## src/rtl/io_cfg_pkg.sv

```systemverilog
// Shared types and size helpers for the io_block configuration loader.
package io_cfg_pkg;

  typedef enum logic [2:0] {
    IDLE,
    LOAD,
    CHECK,
    COMMIT,
    ERROR
  } state_t;

  function automatic int unsigned seg_w(input int unsigned ws, input int unsigned wd,
                                        input int unsigned wg);
    return ws + wd + wg;
  endfunction

  function automatic int unsigned cfg_w(input int unsigned seg, input int unsigned extin,
                                        input int unsigned extout);
    return (extin + extout) * seg;
  endfunction

  function automatic int unsigned num_words(input int unsigned cw, input int unsigned ww);
    return (cw + ww - 1) / ww;
  endfunction

  // First bit of pin p's track segment in the config image.
  function automatic int unsigned pin_base(input int unsigned p, input int unsigned seg);
    return p * seg;
  endfunction

endpackage

```

## src/rtl/io_cfg_seg_check.sv

```systemverilog
// Per-pin track drive check: inputs must not collide with earlier inputs,
// outputs may read at most one track.
module io_cfg_seg_check #(
  parameter int unsigned SEG = 16
) (
  input  logic [SEG-1:0] seg,
  input  logic [SEG-1:0] mask,
  input  logic           is_output,
  output logic           conflict,
  output logic [SEG-1:0] new_mask
);

  always_comb begin
    conflict = 1'b0;
    new_mask = mask;
    if (is_output) begin
      // seg & (seg-1) is non-zero exactly when two or more bits are set
      conflict = |(seg & (seg - SEG'(1)));
    end else begin
      conflict = |(seg & mask);
      new_mask = mask | seg;
    end
  end

endmodule

```

## src/rtl/io_cfg_loader.sv

```systemverilog
// Word-serial config loader for io_block: shadow assembly, drive check, atomic commit.
// Define IO_CFG_PARITY_EN to require a trailing XOR parity word after the data words.
module io_cfg_loader
  import io_cfg_pkg::*;
#(
  parameter  int unsigned WS     = 7,
  parameter  int unsigned WD     = 6,
  parameter  int unsigned WG     = 3,
  parameter  int unsigned EXTIN  = 5,
  parameter  int unsigned EXTOUT = 2,
  parameter  int unsigned WW     = 16,
  localparam int unsigned SEG    = seg_w(WS, WD, WG),
  localparam int unsigned CW     = cfg_w(SEG, EXTIN, EXTOUT)
) (
  input  logic          clk,
  input  logic          rst_n,
  input  logic          start,
  input  logic          in_valid,
  input  logic [WW-1:0] in_data,
  output logic          in_ready,
  output logic [CW-1:0] c,
  output logic          cfg_valid,
  output logic          busy,
  output logic          err
);

  localparam int unsigned NW  = num_words(CW, WW);
  localparam int unsigned NP  = EXTIN + EXTOUT;
  localparam int unsigned SHW = NW * WW;
`ifdef IO_CFG_PARITY_EN
  localparam int unsigned NWORDS = NW + 1;
`else
  localparam int unsigned NWORDS = NW;
`endif
  localparam int unsigned CNT_W = $clog2(NWORDS + 1);
  localparam int unsigned PIN_W = $clog2(NP + 1);

  state_t           state;
  state_t           state_next;
  logic [SHW-1:0]   shadow;
  logic [CNT_W-1:0] wcnt;
  logic [PIN_W-1:0] pin;
  logic [SEG-1:0]   mask;
  logic [SEG-1:0]   new_mask;
  logic [SEG-1:0]   seg;
  logic             is_output;
  logic             conflict;
  logic             last_word;
  logic             last_pin;
`ifdef IO_CFG_PARITY_EN
  logic [WW-1:0]    parity;
`endif

  assign last_word = (wcnt == CNT_W'(NWORDS - 1));
  assign last_pin  = (pin == PIN_W'(NP - 1));
  assign is_output = (pin >= PIN_W'(EXTIN));
  assign seg       = shadow[pin_base(int'(pin), SEG) +: SEG];

  io_cfg_seg_check #(.SEG(SEG)) u_seg_check (
    .seg       (seg),
    .mask      (mask),
    .is_output (is_output),
    .conflict  (conflict),
    .new_mask  (new_mask)
  );

  always_ff @(posedge clk) begin
    if (!rst_n) state <= IDLE;
    else        state <= state_next;
  end

  always_comb begin
    state_next = state;
    case (state)
      IDLE, ERROR: if (start) state_next = LOAD;
      LOAD: begin
        if (in_valid && last_word) begin
`ifdef IO_CFG_PARITY_EN
          state_next = (in_data == parity) ? CHECK : ERROR;
`else
          state_next = CHECK;
`endif
        end
      end
      CHECK: begin
        if (conflict)      state_next = ERROR;
        else if (last_pin) state_next = COMMIT;
      end
      COMMIT:  state_next = IDLE;
      default: state_next = IDLE;
    endcase
  end

  // Datapath and registered status outputs, steered by the current state.
  always_ff @(posedge clk) begin
    if (!rst_n) begin
      shadow    <= '0;
      wcnt      <= '0;
      pin       <= '0;
      mask      <= '0;
      c         <= '0;
      cfg_valid <= 1'b0;
      err       <= 1'b0;
      busy      <= 1'b0;
      in_ready  <= 1'b0;
`ifdef IO_CFG_PARITY_EN
      parity    <= '0;
`endif
    end else begin
      busy     <= (state_next == LOAD) || (state_next == CHECK) || (state_next == COMMIT);
      in_ready <= (state_next == LOAD);
      case (state)
        IDLE, ERROR: begin
          if (start) begin
            shadow <= '0;
            wcnt   <= '0;
            err    <= 1'b0;
`ifdef IO_CFG_PARITY_EN
            parity <= '0;
`endif
          end
        end
        LOAD: begin
          pin  <= '0;
          mask <= '0;
          if (in_valid) begin
            wcnt <= wcnt + CNT_W'(1);
`ifdef IO_CFG_PARITY_EN
            if (wcnt < CNT_W'(NW)) begin
              shadow[int'(wcnt) * WW +: WW] <= in_data;
              parity <= parity ^ in_data;
            end
`else
            shadow[int'(wcnt) * WW +: WW] <= in_data;
`endif
          end
        end
        CHECK: begin
          mask <= new_mask;
          if (!last_pin) pin <= pin + PIN_W'(1);
        end
        COMMIT: begin
          c         <= shadow[CW-1:0];
          cfg_valid <= 1'b1;
        end
        default: ;
      endcase
      if (state_next == ERROR) err <= 1'b1;
    end
  end

endmodule

```

## config.mk

```make
export PLATFORM = sky130hd
export DESIGN_NAME = io_cfg_loader
export DESIGN_NICKNAME = d
export VERILOG_FILES = /design/src/rtl/io_cfg_pkg.sv /design/src/rtl/io_cfg_seg_check.sv /design/src/rtl/io_cfg_loader.sv
export SDC_FILE = /design/constraint.sdc
export NUM_CORES = 1
export LEC_CHECK = 0
export ABC_AREA = 1
export BUFFER_PORTS_ARGS = -buffer_cell sky130_fd_sc_hd__buf_2
export CORE_ASPECT_RATIO = 0.6
export CORE_UTILIZATION = 60
export CTS_BUF_LIST = sky130_fd_sc_hd__clkbuf_2 sky130_fd_sc_hd__clkbuf_4 sky130_fd_sc_hd__clkbuf_8
export DETAILED_ROUTE_END_ITERATION = 8
export PLACE_DENSITY = 0.82
export SLEW_MARGIN = 20
export SYNTH_ARGS = -nofsm -noshare
export SYNTH_HDL_FRONTEND = slang
export SYNTH_SLANG_ARGS = --single-unit
```

## constraint.sdc

```tcl
create_clock -name clk -period 8.4 [get_ports clk]
set_clock_uncertainty 0.1 [all_clocks]
set_input_delay 1.26 -clock clk [delete_from_list [all_inputs] [get_ports clk]]
set_output_delay 1.26 -clock clk [all_outputs]
set_load 0.02 [all_outputs]
```

Word level (Yosys, flattened, before mapping):

Cells that the tools add are included.

* bits in registers: 253
* output and inout port bits: 116
* word-level logic and storage cells: 70

* add/subtract/negate cells: 4
* magnitude comparators: 1
* eq/ne operators: 14
* shifts and indexed selects: 3
* muxes and demuxes: 20
* bitwise operators: 3
* reduce and logical (&&, ||, !) cells: 15

Operators by type and width (count)
* 2-to-1 mux 112 bit: 2
* case mux 112 bit (2 select lines): 1
* bitwise mux 112 bit: 1
* variable shift 16 x 34 -> 112 bit, first input constant: 1
* variable part select 112 x 8 -> 16 bit: 1
* variable part select 16 x 34 -> 112 bit: 1
* negation 7 -> 34 bit: 1
* AND 16 bit: 2
* case mux 16 bit (2 select lines): 1
* OR reduction 16 bit: 2
* 2-to-1 mux 3 bit: 7
* 2-to-1 mux 16 bit: 1
* OR 16 bit: 1
* subtractor 16 x 1 -> 16 bit, second input constant: 1
* equality test 3 x 2 -> 1 bit, second input constant: 4
* equality test 3 bit, second input constant: 4
* case mux 3 bit (2 select lines): 2
* case mux 3 bit (3 select lines): 1
* inequality test 2 bit, second input constant: 4
* nonzero test 2 bit: 4
* adder 3 x 1 -> 3 bit, second input constant: 2
* equality test 3 x 1 -> 1 bit, second input constant: 2
* AND reduction 2 bit: 3
* 2-to-1 mux 1 bit: 4
* 6 further kinds: 7

Logic depth before layout (Yosys ltp):

* depth after elaboration: 10
* depth in mapped cells: 21

By module:

A second synthesis with hierarchy kept.

* cell total of the unflattened synthesis: 1655
* area, all modules: 11518.5 um2

By module, submodules not included
* io_cfg_loader: instances 1, cells an instance 1528, area each 10941.7 um2, sequential area each 5064.9 um2
* io_cfg_seg_check: instances 1, cells an instance 127, area each 576.8 um2, sequential area each 0.0 um2

Worst setup path before layout:

No wires, ideal clock.

* path kind: register to register
* from: register wcnt[0]
* to: register shadow[38]
* library setup time: 86 ps
* arrival: 2539 ps
* required time: 8214 ps
* setup slack: 5675 ps
* cell stages (with the launch flop): 12
* path buffers: 2
* path through: dfxtp_1 buf_2 inv_1 ha_1 ha_1 inv_1 nor3_2 nand2_1 inv_1 nor2_1 clkbuf_1 a211oi_1

* cells in the longest elaborated chain, start to end: 5
* elaborated cells between the ends (all ways): 6
* those cells by class: 1 x add/sub; 2 x shift; 3 x mux

Ends and longest elaborated chain
* from (decl): RTL line io_cfg_loader.sv:41 `logic [CNT_W-1:0] wcnt;`
* from (signal assigned): RTL line io_cfg_loader.sv:127 `wcnt <= wcnt + CNT_W'(1);`
* negation 7 -> 34 bit *: RTL line io_cfg_loader.sv:134 `shadow[int'(wcnt) * WW +: WW] <= in_data;`
* variable part select 16 x 34 -> 112 bit or variable shift 16 x 34 -> 112 bit (tied branches): RTL line io_cfg_loader.sv:134
* bitwise mux 112 bit *: RTL line io_cfg_loader.sv:134
* 2-to-1 mux 112 bit *: RTL line io_cfg_loader.sv:126 `if (in_valid) begin`
* case mux 112 bit (2 select lines) *: RTL line io_cfg_loader.sv:112 `case (state)`
* to (signal, indexed assignment): RTL line io_cfg_loader.sv:134
* to (decl): RTL line io_cfg_loader.sv:40 `logic [SHW-1:0] shadow;`

Every way passes the cells marked *; elsewhere a longest branch is shown, timed or not. The select of a mux whose other input is x is not followed.
A chain may end at the register's enable or synchronous reset.

Worst setup path in the final report:

* from: register wcnt[0]
* to: register shadow[37]

The elaborated chain is that of the path after synthesis.

==> impl_metrics.yaml <==
status:
  status: "complete, no violations"
global_routing:
  grt_first_pass_wirelength_mm: 53.94
  grt-ovfl-total: 0
  antenna_found_initial: 0
  first_global_vias: 9667
  grtUsageTotal_pct: 37.25
  grt_max_degree: 125
detailed_routing:
  drt-vias-per-instance: 5.911
  wire_per_inst_um: 18.46
  postRouteAntennaNets: 0
  drt_wl_total_mm: 35.05
  route.detailed.drc: 0
  drt-initial-drc-count: 1705
  vias: 11230
  dr.pass1.iters: 6
placed_design:
  io_buffers: 135
  hpwlAfterDp_mm: 25.04
  gp_congestion: 0.9758
  place_area_um2: 11600
clocking:
  cts_buffers: 36
  htree_levels: 2
  cts.sinks: 253
  clk_latency_ns: 0.52
  tritoncts: "yes"
  clk_path_buf_depth: 3
  root_buffer: "clkbuf_8"
  cts_resized: 0
  ctsHoldBuffers: 0
  clkSlewWorstSetupHoldPaths_ns: 0.07
  cts_setup_buffers: 0
power_and_ir_drop:
  swShare_pct: 26.22
  p_sw_mw: 0.6495
  power_frac_seq_pct: 49.6
  power.density_nw_per_um2: 200.1
  clkPwrFrac_pct: 41.5
  p_int_mw: 1.828
  peakVddDrop_v: 0.0001022
  leakagePower_nw: 5.519
  p_comb_share_pct: 8.8
  power.total_mw: 2.477
worst_hold_path:
  min_path_type: "flop to flop"
synthesis:
  yosys_most_used_dff: "dfxtp_1"
  synthesis.area_um2: 10930
  yosys.area.top_type_share_pct: 46.34
  synthTopCellsByArea: "dfxtp_1 46%, nand2_1 14%, a21oi_1 9.4%"
  async_flop_share_pct: 0
  avgSynthCellArea_um2: 7.037
  yosysMostFrequentCell: "nand2_1"
  synth_seq_cells: 253
  synth-seq-area-share_pct: 46.34
  syn_nets: 1582
  synth_cells: 1553
  yosysWarnings: 0
  yosysUniqueCellTypes: 29
  synth_common_cells: "396 x nand2_1, 253 x dfxtp_1, 205 x a21oi_1, 156 x inv_1, 121 x o21ai_0"
  synth-edff-count: 0
  yosysTopAreaCell: "dfxtp_1"
worst_setup_path:
  endpoint_kind: "flop"
  cpMostUsedCell: "inv_1"
  r2r_end: "shadow[37]"
  path_max_fanout: 25
  crit_end: "shadow[37]"
  startpoint: "wcnt[0]"
  slowest_delay_ns: 0.73
  timing.rr.start: "wcnt[0]"
  worstPathCellList: "inv_1, ha_1, ha_1, inv_1, nor3_2, nand2_1, inv_1, nor2_1, buf_4, a31oi_1, a211oi_1"
  cp.arrival_ns: 4.02
  ff2ff_path_depth: 11
  cp.required_ns: 8.67
  critPathKind: "flop to flop"
  start_kind: "flop"
  slowest_stage: "dfxtp_1"
  r2r_slack_ns: 4.65
timing:
  fmax_mhz: 266.7
  tightest_slew_ns: 1.083
  timing.final.crit_share_pct: 44.64
  finalSetupViolCount: 0
  timing.setup.tns_ns: 0
  slew_viol_final: 0
  finalHoldViolCount: 0
  hold_ws_ns: 0.3514
  rsz0062_at_grt: "no"
  fin_crit_ns: 3.750
  relSlewSlack_pct: 27.51
flow_run:
  cap_violations: 0
floorplanning:
  io_pins: 136
  die_x_um: 176.2
  start_util_pct: 62.62
  die_area_um2: 18780
  rows: 37
  core_um2: 17450
  die_h_um: 106.5
final_layout:
  stdcell_area_um2: 12380
  n_antenna_cell: 0
  fillers: 1492
  multi_input_area_um2: 4878
  drive_gt1_share_pct: 13.69
  syn_to_final_growth_pct: 13.25
  regArea_um2: 5065
  fin_nets: 1669
[state kept, by name (all words and copies together) (netlist names)]
signal / flops
c: 112
shadow: 112
mask: 16
pin: 3
state: 3
wcnt: 3
busy: 1
cfg_valid: 1
err: 1
in_ready: 1
[routing by layer]
| layer | global-route usage (%) | vias to the layer above | part of all wire [%] |
|---|---|---|---|
| li1 | - | 5241 | - |
| met5 | 0 | - | 0 |
| met3 | 10.41 | 73 | 14 |
| met1 | 57.88 | 5146 | 46 |
| met2 | 48.57 | 765 | 38 |
| met4 | 10.68 | 0 | 2.6 |
[cell usage in the layout, fill, tap and decap left out]
master	instances
a211oi_1	47
a21boi_1	1
a21oi_1	205
a31oi_1	27
a31oi_2	1
and3_1	1
buf_2	135
buf_4	13
bufinv_16	1
clkbuf_4	7
clkbuf_8	46
clkinv_1	1
clkinv_2	8
clkinvlp_4	2
dfxtp_1	253
ha_1	9
inv_1	155
inv_2	3
nand2_1	396
nand3_1	78
nand3b_1	1
nand4_1	2
nor2_1	107
nor2_2	5
nor3_1	22
nor3_2	4
nor4_1	2
nor4_2	1
nor4_4	1
o21ai_0	121
o21ai_1	6
o21ai_2	1
o221ai_1	1
o22ai_1	2
[how the worst min path moves through the flow]
stage / startpoint / end / slack (ns) / cells past startpoint
5_1_grt: mask[2] / mask[2] / 0.37 / 2
2_1_floorplan: mask[13] / mask[13] / 0.33 / 2
6_report: mask[15] / mask[15] / 0.35 / 2
3_5_place_dp: mask[7] / mask[7] / 0.34 / 2
3_3_place_gp: mask[13] / mask[13] / 0.34 / 2
4_1_cts: mask[7] / mask[7] / 0.35 / 2
[per-stage QoR]
| stage | utilization, % | instances | setup slack [ns] |
|---|---|---|---|
| global placement | 66.43 | 1836 | 4.772 |
| detailed placement | 66.44 | 1836 | 4.559 |
| global route | 70.92 | 1899 | 4.381 |
| floorplan | - | 1553 | 5.675 |
| CTS | 70.83 | 1899 | 4.642 |
| finish | 70.92 | 1899 | 4.650 |
[critical path, delay by kind of cell (launching register included)]
family / cells / cell delay (ns)
buffers and inverters: 4 / 0.89
AND/OR/NAND/NOR: 3 / 0.77
flip-flops: 1 / 0.73
adder cells (fa/ha/maj): 2 / 0.69
AO/OA/AOI/OAI: 2 / 0.43
[power by group through the flow]
stage / Combinational, mW / Sequential, mW / Clock (mW)
global route: 0.235 / 1.23 / 1.08
floorplan: 0.139 / 1.25 / 0
finish: 0.219 / 1.23 / 1.03
detailed placement: 0.205 / 1.26 / 0
CTS: 0.207 / 1.23 / 1.02
global placement: 0.202 / 1.25 / 0
[logic make-up (layout without fill, tap and decap cells)]
logic type / Yosys count / count (layout) / synth area share, %
adder cells (fa/ha/maj): 9 / 9 / 1.030
AO/OA/AOI/OAI: 412 / 412 / 20.34
buffers and inverters: 259 / 371 / 9.285
AND/OR/NAND/NOR: 620 / 620 / 23.00
flip-flops: 253 / 253 / 46.34
[final cells by class]
type | instances | area share (%)
Clock buffer | 53 | 5.540
Timing Repair Buffer | 148 | 6.247
Tap cell | 234 | 2.366
Multi-Input combinational cell | 1041 | 39.42
Inverter | 160 | 4.863
Clock inverter | 10 | 0.6470
Sequential cell | 253 | 40.92
(Power assumes the default switching activity.)
